File: src/rtl/fb_port_arbiter.sv
// fb_port_arbiter: shares the frame-buffer port between VGA fetch (priority) and CPU,
// with a bounded-wait guard for the CPU and a saturating count of dropped VGA fetches.
module fb_port_arbiter #(
  parameter int ADDR_W   = 19,
  parameter int DATA_W   = 8,
  parameter int MAX_WAIT = 8
) (
  input  logic              clk,
  input  logic              rst_n,
  input  logic              vga_req,
  input  logic [ADDR_W-1:0] vga_addr,
  output logic [DATA_W-1:0] vga_pixel,
  output logic              vga_valid,
  input  logic              cpu_req,
  input  logic              cpu_we,
  input  logic [ADDR_W-1:0] cpu_addr,
  input  logic [DATA_W-1:0] cpu_wdata,
  output logic              cpu_gnt,
  output logic [DATA_W-1:0] cpu_rdata,
  output logic              cpu_rvalid,
  output logic [ADDR_W-1:0] mem_addr,
  output logic [DATA_W-1:0] mem_wdata,
  output logic              mem_we,
  input  logic [DATA_W-1:0] mem_q,
  output logic [15:0]       vga_miss_cnt
);
  logic              force_cpu, cpu_own, vga_own, vga_drop;
  logic [7:0]        wait_cnt_d, wait_cnt_q;
  logic [2:0]        tag_d, tag_q;
  logic [DATA_W-1:0] vga_pixel_d, vga_pixel_q, cpu_rdata_d, cpu_rdata_q;
  logic              vga_valid_d, vga_valid_q, cpu_rvalid_d, cpu_rvalid_q;
  logic [15:0]       miss_cnt_d, miss_cnt_q;
  always_comb begin
    force_cpu    = cpu_req && wait_cnt_q == 8'(MAX_WAIT);
    cpu_own      = cpu_req && (force_cpu || !vga_req);
    vga_own      = vga_req && !force_cpu;
    vga_drop     = vga_req && force_cpu;
    cpu_gnt      = rst_n && cpu_own;
    mem_addr     = cpu_own ? cpu_addr : vga_own ? vga_addr : '0;
    mem_we       = cpu_own && cpu_we;
    mem_wdata    = cpu_own ? cpu_wdata : '0;
    wait_cnt_d   = (cpu_own || !cpu_req) ? 8'd0 : wait_cnt_q + 8'd1;
    // tag = {vga_rd, vga_drop, cpu_rd}; a dropped fetch still yields a valid pulse
    tag_d        = {vga_own, vga_drop, cpu_own && !cpu_we};
    vga_pixel_d  = tag_q[2] ? mem_q : vga_pixel_q;
    vga_valid_d  = tag_q[2] || tag_q[1];
    cpu_rdata_d  = tag_q[0] ? mem_q : cpu_rdata_q;
    cpu_rvalid_d = tag_q[0];
    miss_cnt_d   = (vga_drop && miss_cnt_q != 16'hFFFF) ? miss_cnt_q + 16'd1 : miss_cnt_q;
  end
  always_ff @(posedge clk or negedge rst_n) begin
    if (!rst_n) begin
      wait_cnt_q   <= '0;
      tag_q        <= '0;
      vga_pixel_q  <= '0;
      vga_valid_q  <= 1'b0;
      cpu_rdata_q  <= '0;
      cpu_rvalid_q <= 1'b0;
      miss_cnt_q   <= '0;
    end else begin
      wait_cnt_q   <= wait_cnt_d;
      tag_q        <= tag_d;
      vga_pixel_q  <= vga_pixel_d;
      vga_valid_q  <= vga_valid_d;
      cpu_rdata_q  <= cpu_rdata_d;
      cpu_rvalid_q <= cpu_rvalid_d;
      miss_cnt_q   <= miss_cnt_d;
    end
  end
  assign vga_pixel    = vga_pixel_q;
  assign vga_valid    = vga_valid_q;
  assign cpu_rdata    = cpu_rdata_q;
  assign cpu_rvalid   = cpu_rvalid_q;
  assign vga_miss_cnt = miss_cnt_q;
endmodule

File: config.mk
export PLATFORM = sky130hd
export DESIGN_NAME = fb_port_arbiter
export DESIGN_NICKNAME = d
export VERILOG_FILES = /design/src/rtl/fb_port_arbiter.sv
export SDC_FILE = /design/constraint.sdc
export NUM_CORES = 1
export LEC_CHECK = 0
export CAP_MARGIN = 20
export CORE_ASPECT_RATIO = 0.7
export CORE_UTILIZATION = 30
export CTS_CLUSTER_DIAMETER = 150
export DETAILED_ROUTE_END_ITERATION = 16
export PLACE_DENSITY = 0.71
export SLEW_MARGIN = 10
export SYNTH_ARGS = -nofsm -noshare
export SYNTH_HDL_FRONTEND = slang
export SYNTH_SLANG_ARGS = --single-unit
File: constraint.sdc
create_clock -name clk -period 2.6 [get_ports clk]
set_clock_uncertainty 0.05 [all_clocks]
set_input_delay 0.52 -clock clk [delete_from_list [all_inputs] [get_ports clk]]
set_output_delay 0.52 -clock clk [all_outputs]
set_load 0.01 [all_outputs]
### After elaboration in Yosys (flattened, before gate mapping)

Cells that the tools add are included.

* bits in registers: 45
* input port bits: 59
* output and inout bits: 63

* add/subtract/negate cells: 2
* equality and inequality tests: 2
* muxes and demuxes: 4
* reduce and logical (&&, ||, !) cells: 15

Operators by type and width (number)
* two-way mux 19 bit: 2
* adder 16 x 1 -> 16 bit, second input constant: 1
* two-way mux 8 bit: 2
* inequality test 16 bit, second input constant: 1
* adder 8 x 1 -> 8 bit, second input constant: 1
* == test 8 x 4 -> 1 bit, second input constant: 1
* logical AND 1 bit: 8
* zero test 1 bit: 4
* logical OR 1 bit: 3

### Logic depth before layout (Yosys ltp)

Gate-level depths: netlist of run 1.

* depth after elaboration: 6
* depth in mapped cells: 7
* gate-level depth less buffers: 6

### Worst setup path before layout of run 1

No wires, ideal clock.

* path kind: reg2out
* start point: register wait_cnt_q[0]
* end point: output mem_addr[0]
* arrival time: 1.563 ns
* slack: 0.467 ns
* cell stages (with the launch flop): 7
* path buffers: 1
* cells stage by stage: dfrtp_1 inv_1 ha_1 and4bb_2 a21boi_0 buf_2 a22o_1

* cells in the longest elaborated chain, start to end: 6

RTL lines
* start, declared: line 28 `logic [7:0] wait_cnt_d, wait_cnt_q;`
* start signal, assigned: line 61 `wait_cnt_q <= wait_cnt_d;`
* == test 8 x 4 -> 1 bit *: line 34 `force_cpu = cpu_req && wait_cnt_q == 8'(MAX_WAIT);`
* logical AND 1 bit *: line 34
* zero test 1 bit: line 36 `vga_own = vga_req && !force_cpu;`
* logical AND 1 bit: line 36
* two-way mux 19 bit: line 39 `mem_addr = cpu_own ? cpu_addr : vga_own ? vga_addr : '0;`
* two-way mux 19 bit *: line 39
* end, declared: line 21 `output logic [ADDR_W-1:0] mem_addr,`

Every way passes the cells marked *; elsewhere a longest branch is shown, timed or not.

### Final worst setup path of run 1

* start point: input cpu_req
* end point: output mem_addr[18]

* cells in the longest elaborated chain, start to end: 5

RTL lines
* start, declared: line 14 `input logic cpu_req,`
* logical AND 1 bit: line 34
* zero test 1 bit: line 36
* logical AND 1 bit: line 36
* two-way mux 19 bit: line 39
* two-way mux 19 bit *: line 39

Marked as above.

==> results of run 1 <==
state kept, by name, summed over array words and instances, names as in the netlist:
signal,count
vga_valid,1
cpu_rvalid,1
tag_q,3
cpu_rdata,8
wait_cnt_q,8
vga_miss_cnt,16
vga_pixel,8
cells by family (layout without fill, tap and decap cells):
| group | Yosys count | count (layout) | synth area share |
|---|---|---|---|
| adder cells (fa/ha/maj) | 3 | 3 | 0.01682 |
| AO/OA/AOI/OAI | 21 | 21 | 0.08128 |
| AND/OR/NAND/NOR | 69 | 69 | 0.2018 |
| XOR/XNOR | 20 | 20 | 0.07848 |
| flip-flops | 45 | 45 | 0.5045 |
| buffers and inverters | 12 | 156 | 0.02634 |
| multiplexers | 18 | 18 | 0.09081 |
stage by stage:
stage	total power [mW]	setup TNS (ns)	std cells
2_1_floorplan	0.8913	0	188
3_3_place_gp	1.151	-5.673	408
3_5_place_dp	1.158	-6.897	408
4_1_cts	1.696	-0.01489	423
5_1_grt	1.754	-0.9108	426
6_report	1.680	0	426
critical path: stages:
cell and delay [ns]:
clkdlybuf4s50_1 0.48, and4bb_2 0.26, a21boi_2 0.08, buf_6 0.13
buf_4 0.15, a22o_1 0.22, buf_2 0.13
layer usage:
layer	up-vias	wire length, µm
met5	-	0
met3	6	251
met1	941	3313
met2	48	2951
li1	960	-
met4	0	55
path summary, 6_finish.rpt:
path	from	end	slack [ns]	cells after the start
min in group clk	tag_q[1]$_DFF_PN0_	vga_valid$_DFF_PN0_	0.39	1
worst max register to register	wait_cnt_q[4]$_DFF_PN0_	vga_miss_cnt[12]$_DFFE_PN0P_	0.56	6
worst min-delay path	rst_n	wait_cnt_q[5]$_DFF_PN0_	0.34	2
worst max-delay path	cpu_req	mem_addr[18]	0.04	7
max in group asynchronous	rst_n	wait_cnt_q[4]$_DFF_PN0_	1.76	2
worst min register to register	tag_q[1]$_DFF_PN0_	vga_valid$_DFF_PN0_	0.39	1
cell usage in the layout, fill, tap and decap left out, types with 3 or more instances in the layout:
cell type	Yosys	final
and2_4	0	5
clkbuf_2	0	11
buf_6	1	9
ha_1	3	3
dfrtp_1	45	44
and3_1	4	4
inv_1	3	3
nand4_1	5	5
mux2_2	18	18
nor2_1	10	10
nand3_1	8	7
and2_1	10	5
clkdlybuf4s50_1	0	91
a22o_1	19	19
nand2_1	8	8
buf_4	0	18
nor3_1	8	8
buf_2	5	13
xor2_1	18	18
clkbuf_8	0	5
power groups by stage:
stage / Sequential, mW / Clock [mW] / Combinational [mW]
final: 0.764 / 0.540 / 0.376
after global routing: 0.771 / 0.582 / 0.401
after CTS: 0.766 / 0.558 / 0.373
after detailed placement: 0.780 / 0 / 0.378
after global placement: 0.778 / 0 / 0.373
after floorplan: 0.792 / 0 / 0.0992
cell type report:
| type | count | area [µm²] | area share |
|---|---|---|---|
| Multi-Input combinational cell | 131 | 1086 | 0.2871 |
| Sequential cell | 45 | 1127 | 0.2980 |
| Clock buffer | 5 | 68.82 | 0.01819 |
| Clock inverter | 3 | 46.29 | 0.01224 |
| Timing Repair Buffer | 145 | 1325 | 0.3503 |
| Tap cell | 94 | 117.6 | 0.03109 |
| Inverter | 3 | 11.26 | 0.002977 |
what timing repair did:
| item | CTS | global route |
|---|---|---|
| hold buffers | 0 | 0 |
| setup buffers | 5 | 4 |
| endpoints found under the setup margin | 29 | 29 |
| cloned | 2 | 0 |
| pin swaps | 3 | 11 |
| gates resized for setup | 83 | 40 |
==> results.cfg, run 1 <==
[run_status]
status = finished clean

[sta]
hold_ws_ns = 0.3374
finalWorstSetupSlack_ns = 0.04376
finalHoldViolCount = 0
tightest_slew_ns = 0.5704
slew_headroom = 0.6198
setup_viol = 0
rsz0062_at_grt = yes
max_clock_freq_mhz = 391.2
drv_slew = 0
post-route-period-util = 0.9832
period_minus_slack_ns = 2.556

[placement]
io_buffers = 121
dp_hpwl_mm = 4.870
dp_slack_ns = -0.3094
placed_area_mm2 = 0.003636
gp_congestion = 0.7300

[clocking]
htree_levels = 2
clk_pin_slew_ns = 0.09
cts_tree = built
clockRootBuffer = clkbuf_8
numCtsBuffers = 5
clockBufferDepth = 2
clock_latency_ns = 0.30
cts_sinks = 45

[pwr]
comb_power_share = 0.224
netSwitchingPower_mw = 0.4110
vdd_ir_drop_max_mv = 0.2121
p_seq_frac = 0.455
p_clk_frac = 0.321
p_int_mw = 1.270
swShare = 0.2445
powerDensity_mw_per_mm2 = 444.3
p_leak_nw = 1.710

[yosys]
synth-seq-area-share = 0.5045
synthesis.nets = 250
synth_edf_count = 0
syn_inst = 188
ys_warn_count = 0
yosysMostFrequentCell = dfrtp_1
synth-main-ff-cell = dfrtp_1
synth_cell_types = 31
syn_avg_cell_area_um2 = 11.87
synth_top_area_frac = 0.5045
ys_ff_latch = 45
ys_async_sr_fraction = 1.000
synth_area_leaders = dfrtp_1, mux2_2, a22o_1
yosysTopAreaCell = dfrtp_1
synthTopCellsByCount = dfrtp_1, a22o_1, mux2_2, xor2_1
syn_area_mm2 = 0.002232

[drt]
drtIter0Drc = 55
detail-route-antenna-nets = 0
drt_wl_total_mm = 6.572
drtPass1Iterations = 4
drcViolationCount = 0
via_per_inst = 4.589
via_count = 1955
wire_per_inst_um = 15.43

[final_layout]
syn2layout_area_growth_pct = 69.45
postLayoutCellArea_mm2 = 0.003782
final_net_count = 393
diodes = 0
drive_above_1_share = 0.2982
final_core_util = 0.5422
fillCellCount = 620

[floorplan]
die-area_mm2 = 0.007795
core_area_mm2 = 0.006975
die_x_um = 105.1
die_h_um = 74.17
rows = 25
start_util = 0.3200
io_pins = 122

[grt]
grt_pass1_wl_mm = 9.894
grt_usage = 0.1656
use_met2 = 0.2244
antenna_found_initial = 0
grt.met3_usage = 0.03856
met1_usage = 0.2570
top_usage_layer = met1
overflow = 0
grt_pass1_vias = 1885
grt_max_degree = 46

[critical_path]
cp-end-kind = primary output
critPathRequiredTime_ns = 2.03
arrival_ns = 1.99
cp-start-kind = input pin
critical_path_class = input pin to primary output
critPathMaxFanout = 6

[hold_path]
hold_class = input pin to async pin

[run]
cap_violations = 0
No activity file was read; power rests on OpenSTA's default activity.
==> run 2: changes to the inputs <==
--- a/config.mk
+++ b/config.mk
@@ -10,2 +10,3 @@
 export CORE_UTILIZATION = 30
+export CTS_BUF_LIST = sky130_fd_sc_hd__clkbuf_16
 export CTS_CLUSTER_DIAMETER = 150
--- a/constraint.sdc
+++ b/constraint.sdc
@@ -4,2 +4,2 @@
 set_output_delay 0.52 -clock clk [all_outputs]
-set_load 0.01 [all_outputs]
+set_load 0.005 [all_outputs]
==> run 2 against run 1 <==
  * Critical path depth up 1
  * Cell count down 0.47%
  * First-iteration DRC count increased by 62%
  * Routed wire length is 2.2% lower
  * Clock-buffer cell count unchanged
  * Utilization is 1.3 points higher
  * Critical path type is now flip-flop to primary output
  * Critical endpoint is now mem_addr[1]
  * Largest power group is now the clock network
==> results.cfg, run 2 (synthesis gave the netlist of run 1 again) <==
[pwr]
p_leak_nw = 1.753
power_mw = 1.919
vdd_ir_drop_max_mv = 0.3442
powerDensity_mw_per_mm2 = 495.5

[run]
cap_violations = 0

[critical_path]
critPathRequiredTime_ns = 2.03
cp-end-kind = primary output
critical_path_class = flip-flop to primary output
cp_cell_sequence = nor4b_4 -> nand3_2 -> a21boi_4 -> buf_12 -> buf_8 -> buf_12 -> a22o_1 -> buf_2
arrival_ns = 2.01
crit_path_frequent_cell = buf_12
cp_slowest_cell = dfrtp_2
slowest_delay_ns = 0.43
cp-start-kind = flip-flop
critPathMaxFanout = 8
regToRegSetupSlack_ns = 0.60

[final_layout]
final_net_count = 391
mostFrequentLayoutCell = clkdlybuf4s50_1
largest_reg_flops = 16
diodes = 0
syn2layout_area_growth_pct = 73.49
layout_common_cells = clkdlybuf4s50_1, dfrtp_1, a22o_1
drive_above_1_share = 0.2939
postLayoutCellArea_mm2 = 0.003872
fillCellCount = 605

[placement]
gp_congestion = 0.7344
dp_hpwl_mm = 4.695
io_buffers = 121
placed_area_mm2 = 0.003628
dp_slack_ns = -0.2774

[sta]
post-route-period-util = 0.9937
finalWorstSetupSlack_ns = 0.01649
finalHoldViolCount = 0
tightest_slew_ns = 0.5765
setup_viol = 0
slew_headroom = 0.6157
period_minus_slack_ns = 2.584
max_clock_freq_mhz = 387.1
rsz0062_at_grt = yes
drv_slew = 0

[drt]
drtIter0Drc = 89
wire_per_inst_um = 15.16
drcViolationCount = 0
detail-route-antenna-nets = 0
via_per_inst = 4.665
drt_wl_total_mm = 6.427
via_count = 1978
drtPass1Iterations = 4

[grt]
grt_pass1_wl_mm = 9.846
overflow = 0
grt_pass1_vias = 1891
grt_max_degree = 46
grt_usage = 0.1617
antenna_found_initial = 0

[floorplan]
start_util = 0.3200
die-area_mm2 = 0.007795
rows = 25
die_h_um = 74.17
io_pins = 122
die_x_um = 105.1
core_area_mm2 = 0.006975

[clocking]
clockBufferDepth = 2
clk_pin_slew_ns = 0.06
cts_tree = built
clockRootBuffer = clkbuf_16
numCtsBuffers = 5
htree_levels = 2
clock_latency_ns = 0.28
cts_sinks = 45

[hold_path]
hold_class = input pin to async pin

[run_status]
status = finished clean
run 2: cell types whose count changed in the layout (fill, tap and decap cells not counted), sizes merged:
cell	previous run	this run
bufinv	1	2
buf	42	44
clkbuf	16	13
clkdlybuf4s15	1	0
clkinvlp	1	0
run 2: cell type report:
| type | instances | area (µm²) | area share |
|---|---|---|---|
| tap | 94 | 117.6 | 0.03037 |
| sequential | 45 | 1127 | 0.2911 |
| timing repair buffer | 143 | 1343 | 0.3467 |
| clock buffer | 5 | 125.1 | 0.03231 |
| inverter | 3 | 11.26 | 0.002908 |
| clock inverter | 3 | 65.06 | 0.01680 |
| multi-input combinational | 131 | 1084 | 0.2798 |
run 2: worst paths after layout:
check                                         from                          end  depth (start not counted)
min                                          rst_n  vga_miss_cnt[7]$_DFFE_PN0P_                          2
max                        wait_cnt_q[4]$_DFF_PN0_                  mem_addr[1]                          8
max in group asynchronous                    rst_n      wait_cnt_q[4]$_DFF_PN0_                          2
min in group clk                tag_q[1]$_DFF_PN0_          vga_valid$_DFF_PN0_                          1
max reg2reg                wait_cnt_q[1]$_DFF_PN0_  vga_miss_cnt[9]$_DFFE_PN0P_                          8
min reg2reg                     tag_q[1]$_DFF_PN0_          vga_valid$_DFF_PN0_                          1
run 2: worst max-delay path, delay by kind of cell (launching register included):
| kind | cells | cell delay, ns |
|---|---|---|
| buffers and inverters | 4 | 0.48 |
| and+or+nand+nor | 2 | 0.48 |
| DFF | 1 | 0.43 |
| AOI/OAI and AO/OA | 2 | 0.36 |
run 2: per-layer routing:
metal,global-route usage,vias up,wire length [µm]
met5,0,-,0
met4,0.02817,0,37
met3,0.03418,5,249
met2,0.2274,47,2818
met1,0.2540,964,3322
li1,-,962,-
run 2: power by group:
| part | internal, mW | switching, mW | total [mW] | leakage (nW) |
|---|---|---|---|---|
| Clock | 0.548 | 0.250 | 0.798 | 0.0938 |
| Sequential | 0.741 | 0.0241 | 0.765 | 0.585 |
| Combinational | 0.245 | 0.110 | 0.355 | 1.07 |
| Total | 1.53 | 0.384 | 1.92 | 1.75 |
run 2: stage by stage:
stage	instances	hold slack (ns)	TNS, ns	utilization
floorplan	188	0.1744	0	-
global placement	407	0.3711	-5.035	0.5202
detailed placement	407	0.3809	-5.466	0.5202
CTS	423	0.3615	-0.04116	0.5674
global route	424	0.4039	-1.161	0.5552
finish	424	0.3460	0	0.5552
run 2: timing repair:
item / CTS / global route
cloned: 3 / 0
buffers inserted: 5 / 1
pin swaps: 4 / 13
endpoints found under the setup margin: 29 / 29
gates resized for setup: 64 / 64
hold buffers: 0 / 0
==> run 3: changes to the inputs <==
- TNS_END_PERCENT: default -> 50
==> run 3 against run 2 <==
  * First-iteration DRC count increased by 28%
  * Cell count down 0.24%
  * Setup slack gained 0.028 ns
  * Clock-buffer cell count unchanged
  * Combinational power fell by 1%
  * Routed wire length up 0.58%
  * Critical endpoint is now mem_addr[13]
==> results.cfg, run 3 (synthesis gave the netlist of run 1 again) <==
[final_layout]
mostFrequentLayoutCell = clkdlybuf4s50_1
largest_reg_flops = 16
multiInputGateArea_mm2 = 0.001074
postLayoutCellArea_mm2 = 0.003834
seq_area_mm2 = 0.001127
diodes = 0
drive_above_1_share = 0.2766
fillCellCount = 613
syn2layout_area_growth_pct = 71.75
final_net_count = 390
layout_common_cells = clkdlybuf4s50_1, dfrtp_1, clkbuf_2

[critical_path]
cp-end-kind = primary output
critPathMaxFanout = 7
r2r_start = wait_cnt_q[1]$_DFF_PN0_
critical_path_class = flip-flop to primary output
regToRegSetupSlack_ns = 0.61
rr_endpoint = vga_miss_cnt[9]$_DFFE_PN0P_
cp-start-kind = flip-flop
arrival_ns = 1.99
critPathRequiredTime_ns = 2.03
reg2regPathDepth = 8

[placement]
io_buffers = 121
gp_congestion = 0.7344
dp_hpwl_mm = 4.695
placed_area_mm2 = 0.003628

[sta]
post-route-period-util = 0.9829
rsz0062_at_grt = yes
max_clock_freq_mhz = 391.3
slew_headroom = 0.6156
tightest_slew_ns = 0.5766
setup_viol = 0
period_minus_slack_ns = 2.556
finalHoldViolCount = 0
drv_slew = 0
hold_ws_ns = 0.3552

[drt]
drtIter0Drc = 114
wire_per_inst_um = 15.28
via_count = 1976
via_per_inst = 4.671
detail-route-antenna-nets = 0
drt_wl_total_mm = 6.464
drtPass1Iterations = 4
drcViolationCount = 0

[clocking]
cts_sinks = 45
clk_pin_slew_ns = 0.06
cts_tree = built
clockBufferDepth = 2
numCtsBuffers = 5
htree_levels = 2
clockRootBuffer = clkbuf_16
cts_hold_buffers = 0
clock_latency_ns = 0.28

[hold_path]
hold_class = input pin to async pin

[floorplan]
io_pins = 122
core_area_mm2 = 0.006975
die_h_um = 74.17
start_util = 0.3200
die_x_um = 105.1
die-area_mm2 = 0.007795
rows = 25

[run]
cap_violations = 0

[grt]
overflow = 0
grt_pass1_vias = 1876
grt_pass1_wl_mm = 9.798
antenna_found_initial = 0
grt_max_degree = 46
grt_usage = 0.1610

[pwr]
p_leak_nw = 1.732
power_mw = 1.913
powerDensity_mw_per_mm2 = 499.0
vdd_ir_drop_max_mv = 0.3440

[run_status]
status = finished clean
==> run 3: changes by cell type in the layout (fill, tap and decap cells not counted) <==
cell	change
and2_1	+4
and2_4	-4
buf_2	-15
buf_4	+1
buf_6	-5
buf_8	-2
clkbuf_16	+1
clkbuf_2	+18
clkdlybuf4s15_1	+1
==> run 3: stage by stage <==
| stage | util | TNS (ns) | worst slack [ns] | std cells |
|---|---|---|---|---|
| 2_1_floorplan | - | 0 | 0.5004 | 188 |
| 3_3_place_gp | 0.5202 | -5.035 | -0.2574 | 407 |
| 3_5_place_dp | 0.5202 | -5.466 | -0.2774 | 407 |
| 4_1_cts | 0.5586 | 0 | 0.02222 | 420 |
| 5_1_grt | 0.5496 | -0.1053 | -0.07137 | 423 |
| 6_report | 0.5496 | 0 | 0.04445 | 423 |
==> run 3: power by group <==
| part | internal [mW] | total, mW | switching (mW) |
|---|---|---|---|
| Combinational | 0.240 | 0.350 | 0.110 |
| Clock | 0.548 | 0.798 | 0.250 |
| Sequential | 0.741 | 0.765 | 0.0240 |
==> run 3: per-layer routing <==
layer	vias to the layer above	GRT usage	wire, µm
li1	960	-	-
met1	964	0.2518	3377
met2	45	0.2244	2795
met3	7	0.03593	245
met4	0	0.03130	46
met5	-	0	0
==> run 3: repair_timing <==
| item | 4_1_cts | 5_1_grt |
|---|---|---|
| setup endpoints to repair | 29 | 29 |
| pin swaps | 3 | 5 |
| resized for setup | 37 | 60 |
| cloned | 3 | 1 |
| buffers inserted | 2 | 2 |
==> run 3: how the worst max path moves through the flow <==
stage	slack (ns)	start	cells past startpoint	endpoint
2_1_floorplan	0.50	wait_cnt_q[0]$_DFF_PN0_	6	mem_addr[0]
3_3_place_gp	-0.26	cpu_req	6	mem_addr[1]
3_5_place_dp	-0.28	cpu_req	6	mem_addr[1]
4_1_cts	0.02	wait_cnt_q[1]$_DFF_PN0_	7	mem_addr[1]
5_1_grt	-0.07	wait_cnt_q[4]$_DFF_PN0_	7	mem_addr[13]
6_report	0.04	wait_cnt_q[4]$_DFF_PN0_	7	mem_addr[13]
==> run 3: critical path, cell delays in order (launching register included) <==
cell and delay, ns:
dfrtp_2 0.43, nor4b_4 0.33, nand3_2 0.15, a21boi_4 0.20
buf_12 0.15, buf_16 0.12, a22o_1 0.13, clkdlybuf4s15_1 0.20
==> run 3: area by class of cell <==
cell class                 count  area share
clock buffer                   5     0.03264
clock inverter                 3     0.01697
inverter                       3    0.002937
multi-input combinational    131      0.2800
sequential                    45      0.2941
tap                           94     0.03068
timing repair buffer         142      0.3427
